File: config.mk
export PLATFORM = sky130hd
export DESIGN_NAME = multicycle_control_unit
export DESIGN_NICKNAME = d
export VERILOG_FILES = /design/src/rtl/multicycle_control_unit.sv
export SDC_FILE = /design/constraint.sdc
export NUM_CORES = 1
export LEC_CHECK = 0
export BUFFER_PORTS_ARGS = -buffer_cell sky130_fd_sc_hd__buf_2
export CORE_MARGIN = 10
export CORE_UTILIZATION = 40
export DETAILED_ROUTE_END_ITERATION = 10
export PLACE_DENSITY_LB_ADDON = 0.1
export SYNTH_ARGS = -nofsm -noshare
export SYNTH_HDL_FRONTEND = slang
export SYNTH_SLANG_ARGS = --single-unit
File: constraint.sdc
create_clock -name clk -period 1.7 [get_ports clk]
set_clock_uncertainty 0.2 [all_clocks]
set_input_delay 0.17 -clock clk [delete_from_list [all_inputs] [get_ports clk]]
set_output_delay 0.17 -clock clk [all_outputs]
set_load 0.005 [all_outputs]
File: src/rtl/multicycle_control_unit.sv
// Multi-cycle Moore control unit: FETCH/DECODE/EXEC/MEM/WB sequencing with a bounded memory wait.
// Define ILLEGAL_OP_TRAP_EN to trap illegal opcodes into HALT and expose the sticky illegal_op flag.
module multicycle_control_unit #(
   parameter int OPCODE_W = 4,
   parameter int WAIT_MAX = 15
) (
   input  logic                clk,
   input  logic                rst_n,
   input  logic [OPCODE_W-1:0] OPCODE,
   input  logic                mem_ready,
   output logic                PCWrite,
   output logic                Branch,
   output logic                PCSource,
   output logic                IorD,
   output logic                IRWrite,
   output logic                MemRead,
   output logic                MemWrite,
   output logic                MemtoReg,
   output logic                RegDest,
   output logic                RegWrite,
   output logic                ALUSrcA,
   output logic [1:0]          ALUSrcB,
   output logic [1:0]          ALUOp,
   output logic                instr_done,
   output logic                mem_err,
`ifdef ILLEGAL_OP_TRAP_EN
   output logic                illegal_op,
`endif
   output logic [2:0]          state
);

   typedef enum logic [2:0] {
      S_RST    = 3'd0,
      S_FETCH  = 3'd1,
      S_DECODE = 3'd2,
      S_EXEC   = 3'd3,
      S_MEM    = 3'd4,
      S_WB     = 3'd5,
      S_HALT   = 3'd6
   } state_t;

   typedef enum logic [2:0] {
      C_R, C_I, C_LW, C_SW, C_BEQ, C_ILL
   } cls_t;

   localparam int CW = (WAIT_MAX < 2) ? 1 : $clog2(WAIT_MAX + 1);

   state_t                state_q;
   state_t                next_state;
   logic [OPCODE_W-1:0]   op_q;
   logic [CW-1:0]         wait_cnt;
   logic                  mem_err_q;
   logic                  waiting;
   logic                  timeout;
   cls_t                  cls;

   assign state   = state_q;
   assign mem_err = mem_err_q;
   assign waiting = (state_q == S_FETCH) || (state_q == S_MEM);
   assign timeout = (WAIT_MAX > 0) && waiting && !mem_ready && (wait_cnt == CW'(WAIT_MAX));

   // Any nonzero bit above the low nibble makes the opcode illegal.
   always_comb begin
      cls = C_ILL;
      if ((op_q >> 4) == '0) begin
         case (op_q[3:0])
            4'b0000, 4'b0001, 4'b0010: cls = C_R;
            4'b1001, 4'b1010, 4'b1011: cls = C_I;
            4'b1100:                   cls = C_LW;
            4'b1101:                   cls = C_SW;
            4'b1111:                   cls = C_BEQ;
            default:                   cls = C_ILL;
         endcase
      end
   end

   always_comb begin
      next_state = state_q;
      PCWrite    = 1'b0;
      Branch     = 1'b0;
      PCSource   = 1'b0;
      IorD       = 1'b0;
      IRWrite    = 1'b0;
      MemRead    = 1'b0;
      MemWrite   = 1'b0;
      MemtoReg   = 1'b0;
      RegDest    = 1'b0;
      RegWrite   = 1'b0;
      ALUSrcA    = 1'b0;
      ALUSrcB    = 2'b00;
      ALUOp      = 2'b00;
      instr_done = 1'b0;
      case (state_q)
         S_RST: next_state = S_FETCH;
         S_FETCH: begin
            MemRead = 1'b1;
            ALUSrcB = 2'b01;
            IRWrite = mem_ready;
            PCWrite = mem_ready;
            if (mem_ready)    next_state = S_DECODE;
            else if (timeout) next_state = S_HALT;
         end
         S_DECODE: begin
            ALUSrcB    = 2'b11;
            next_state = S_EXEC;
         end
         S_EXEC: begin
            case (cls)
               C_R: begin
                  ALUSrcA    = 1'b1;
                  ALUOp      = 2'b10;
                  next_state = S_WB;
               end
               C_I: begin
                  ALUSrcA    = 1'b1;
                  ALUSrcB    = 2'b10;
                  ALUOp      = 2'b11;
                  next_state = S_WB;
               end
               C_LW, C_SW: begin
                  ALUSrcA    = 1'b1;
                  ALUSrcB    = 2'b10;
                  next_state = S_MEM;
               end
               C_BEQ: begin
                  ALUSrcA    = 1'b1;
                  ALUOp      = 2'b01;
                  Branch     = 1'b1;
                  PCSource   = 1'b1;
                  instr_done = 1'b1;
                  next_state = S_FETCH;
               end
               default: begin
`ifdef ILLEGAL_OP_TRAP_EN
                  next_state = S_HALT;
`else
                  instr_done = 1'b1;
                  next_state = S_FETCH;
`endif
               end
            endcase
         end
         S_MEM: begin
            IorD = 1'b1;
            if (cls == C_LW) MemRead  = 1'b1;
            else             MemWrite = 1'b1;
            if (mem_ready) begin
               if (cls == C_LW) begin
                  next_state = S_WB;
               end else begin
                  instr_done = 1'b1;
                  next_state = S_FETCH;
               end
            end else if (timeout) begin
               next_state = S_HALT;
            end
         end
         S_WB: begin
            RegWrite   = 1'b1;
            RegDest    = (cls == C_R);
            MemtoReg   = (cls == C_LW);
            instr_done = 1'b1;
            next_state = S_FETCH;
         end
         S_HALT: next_state = S_HALT;
         default: next_state = S_RST;
      endcase
   end

   // wait_cnt only survives a cycle that stalls in place; any exit or ready clears it.
   always_ff @(posedge clk or negedge rst_n) begin
      if (!rst_n) begin
         state_q   <= S_RST;
         op_q      <= '0;
         wait_cnt  <= '0;
         mem_err_q <= 1'b0;
      end else begin
         state_q <= next_state;
         if (state_q == S_DECODE) op_q <= OPCODE;
         if (waiting && !mem_ready && (next_state == state_q)) begin
            if (wait_cnt != '1) wait_cnt <= wait_cnt + CW'(1);
         end else begin
            wait_cnt <= '0;
         end
         if (timeout) mem_err_q <= 1'b1;
      end
   end

`ifdef ILLEGAL_OP_TRAP_EN
   logic illegal_q;
   assign illegal_op = illegal_q;

   always_ff @(posedge clk or negedge rst_n) begin
      if (!rst_n)                                 illegal_q <= 1'b0;
      else if (state_q == S_EXEC && cls == C_ILL) illegal_q <= 1'b1;
   end
`endif

endmodule

==> flow_summary.toml <==
[outcome]
status = "complete, but fails checks"
violations = "setup timing"

[place]
post_dp_cell_area_um2 = 1020
place_hpwl_um = 1560
globalplace.congestion = 0.839
dp_cells = 145
io_buffers = 26

[synthesis]
synth_cells = 91
synth_edf_count = 0
synth_area_um2 = 838
synth_seq_area_share = 0.358
synth-seq-cells = 12
async_flop_share = 1.00
yosysWarnings = 0
avgSynthCellArea_um2 = 9.21
synth_nets = 101
synth.distinct_cells = 37
ys_dominant_reg_cell = "dfrtp_1"

[clock_network]
clk_path_buf_depth = 2
htree_levels = 1
cts.sinks = 12
worstSkewPairLatency_ns = 0.27
cts_inserted_buffers = 3
cts_tree = "yes"
clkTransAtPathRegs_ns = 0.06
cts_root_buf = "clkbuf_4"

[die]
core_area_um2 = 1980
die_area_um2 = 4330
initial_core_util = 0.423
die_h_um = 65.8
rows = 16
io_pins = 27
dieWidth_um = 65.8

[finish]
syn2layout_area_growth_pct = 52.5
final_nets = 148
final_util = 0.645
layout_commonest_cell = "buf_2"
drive_gt1_frac = 0.559
fillerInstances = 175
fin_cells = 163
final_area_um2 = 1280
regArea_um2 = 303
n_antenna_cell = 0
multiInputGateArea_um2 = 563
final_cell_mix = "26 x buf_2, 16 x buf_4, 10 x dfrtp_1, 5 x nor2_1, 5 x dlygate4sd3_1"

[critical_path]
r2r_end = "state[2]"
cp-endpoint = "MemWrite"
cp-start-kind = "flip-flop"
crit_slowest_cell = "dfrtp_1"
crit_path_end_kind = "output port"
cp_max_fo = 4
r2r_setup_slack_ns = 0.03
r2r_cells = 5
rr_startpoint = "op_q[1]"
crit_path_cell_trace = "inv_2 -> ha_4 -> and4bb_2 -> nor3_1 -> buf_2"
cp_data_arrival_time_ns = 1.60
cpPeakStageDelay_ns = 0.41
worst-endpoint-required_ns = 1.33
critPathKind = "flip-flop to output port"
crit_start = "op_q[1]"

[routing]
drt_iter0_markers = 28
dr.pass1.iters = 4
drt-total-wl_um = 2280
drc = 0
wl_per_cell_um = 14.0
via_per_inst = 5.15
dr_total_vias = 839
postRouteAntennaNets = 0

[timing]
maxSlewHeadroom = 0.806
hold_viol_final = 0
setup_viol = 10
tightestPinTransition_ns = 0.291
timing.final.ws_setup_ns = -0.270
setup_tns_ns = -1.75
min_period_ns = 1.97
rsz0062_at_grt = "yes"
final.period_utilization = 1.16
maxSlewViolCount = 0
fmax_ghz = 0.508

[power]
powerDensity_nw_per_um2 = 1630
power.leakage_nw = 0.620
vdd_drop_max_mv = 0.924
total_power_mw = 2.08

[global_routing]
grt_pass1_vias = 845
grtUsageTotal = 0.102
grt_start_max_net_pins = 14
antenna_found_initial = 0
overflow = 0
grt_first_pass_wirelength_um = 3650

[min_path]
hold_path_class = "input pin to flip-flop"

[flow_run]
maxCapViolations = 0
-- logic make-up (layout without fill, tap and decap cells) --
logic type / count (synthesis) / count (layout) / share of synthesized area
mux: 4 / 4 / 0.0537
buf+inv: 14 / 59 / 0.0836
simple gates: 32 / 32 / 0.228
xor+xnor: 3 / 3 / 0.0313
compound gates: 23 / 23 / 0.200
fa+ha+maj: 3 / 3 / 0.0448
flops: 12 / 12 / 0.358
-- worst min path at each step --
stage / startpoint / end / slack (ns) / depth (start not counted)
detailed placement: rst_n / wait_cnt[3] / -0.14 / 1
global placement: rst_n / wait_cnt[0] / -0.14 / 1
global route: rst_n / wait_cnt[3] / 0.10 / 2
floorplan: rst_n / mem_err / -0.33 / 0
finish: mem_ready / state[1] / 0.09 / 3
CTS: mem_ready / state[1] / 0.06 / 3
-- state kept, by name, summed over array words and instances (netlist names) --
signal,cells
state,3
op_q,4
mem_err,1
wait_cnt,4
-- metal layers --
layer	wire length, um	vias to the layer above	global-route usage
met5	0	-	0
met4	34	0	0.0588
met3	170	4	0.0407
met2	1090	20	0.162
met1	983	398	0.113
li1	-	417	-
-- synth_stat cells, types with 2 or more instances --
library cell  instances  area share
buf_2                 5       0.030
nand3b_1              2       0.018
nand2_1               2      0.0090
xnor2_1               2       0.021
buf_4                 3       0.027
nor2_1                9       0.040
a21oi_1               3       0.018
nand2b_1              4       0.030
o21ai_0               3       0.018
nor2b_1               3       0.022
a31oi_1               4       0.030
nor3_1                3       0.018
o32ai_1               2       0.021
nor3b_1               2       0.018
inv_1                 6       0.027
dfrtp_1              12        0.36
ha_1                  3       0.045
mux2_2                4       0.054
-- per-stage QoR --
stage               worst slack [ns]  hold WS (ns)
CTS                           -0.288        0.0561
global placement             -0.0216        -0.142
detailed placement           -0.0516        -0.142
floorplan                     0.0284        -0.326
finish                        -0.270        0.0933
global route                  -0.364         0.103
-- cell type report --
cell class,count,share of cell area
Multi-Input combinational cell,65,0.440
Timing Repair Buffer,50,0.261
Sequential cell,12,0.237
Tap cell,27,0.0264
Clock buffer,3,0.0176
Inverter,6,0.0176
-- power breakdown --
| group | internal [mW] | total (mW) | switching (mW) |
|---|---|---|---|
| registers | 0.384 | 0.568 | 0.184 |
| logic | 0.760 | 1.34 | 0.584 |
| clock network | 0.0821 | 0.166 | 0.0844 |
| total | 1.23 | 2.08 | 0.852 |
-- repair_timing --
item                       CTS  global route
hold buffers                 5             0
gates resized for setup     14            13
setup endpoints to repair   13            19
hold endpoints to repair    16             0
buffers inserted             7             3
pin swaps                   11             8
-- worst max-delay path, delay by kind of cell (launching register included) --
family	cells	cell delay [ns]
and+or+nand+nor	2	0.42
DFF	1	0.41
adders and majority gates	1	0.28
buffers and inverters	2	0.22
Note: power is estimated with default switching activity, not from simulation.
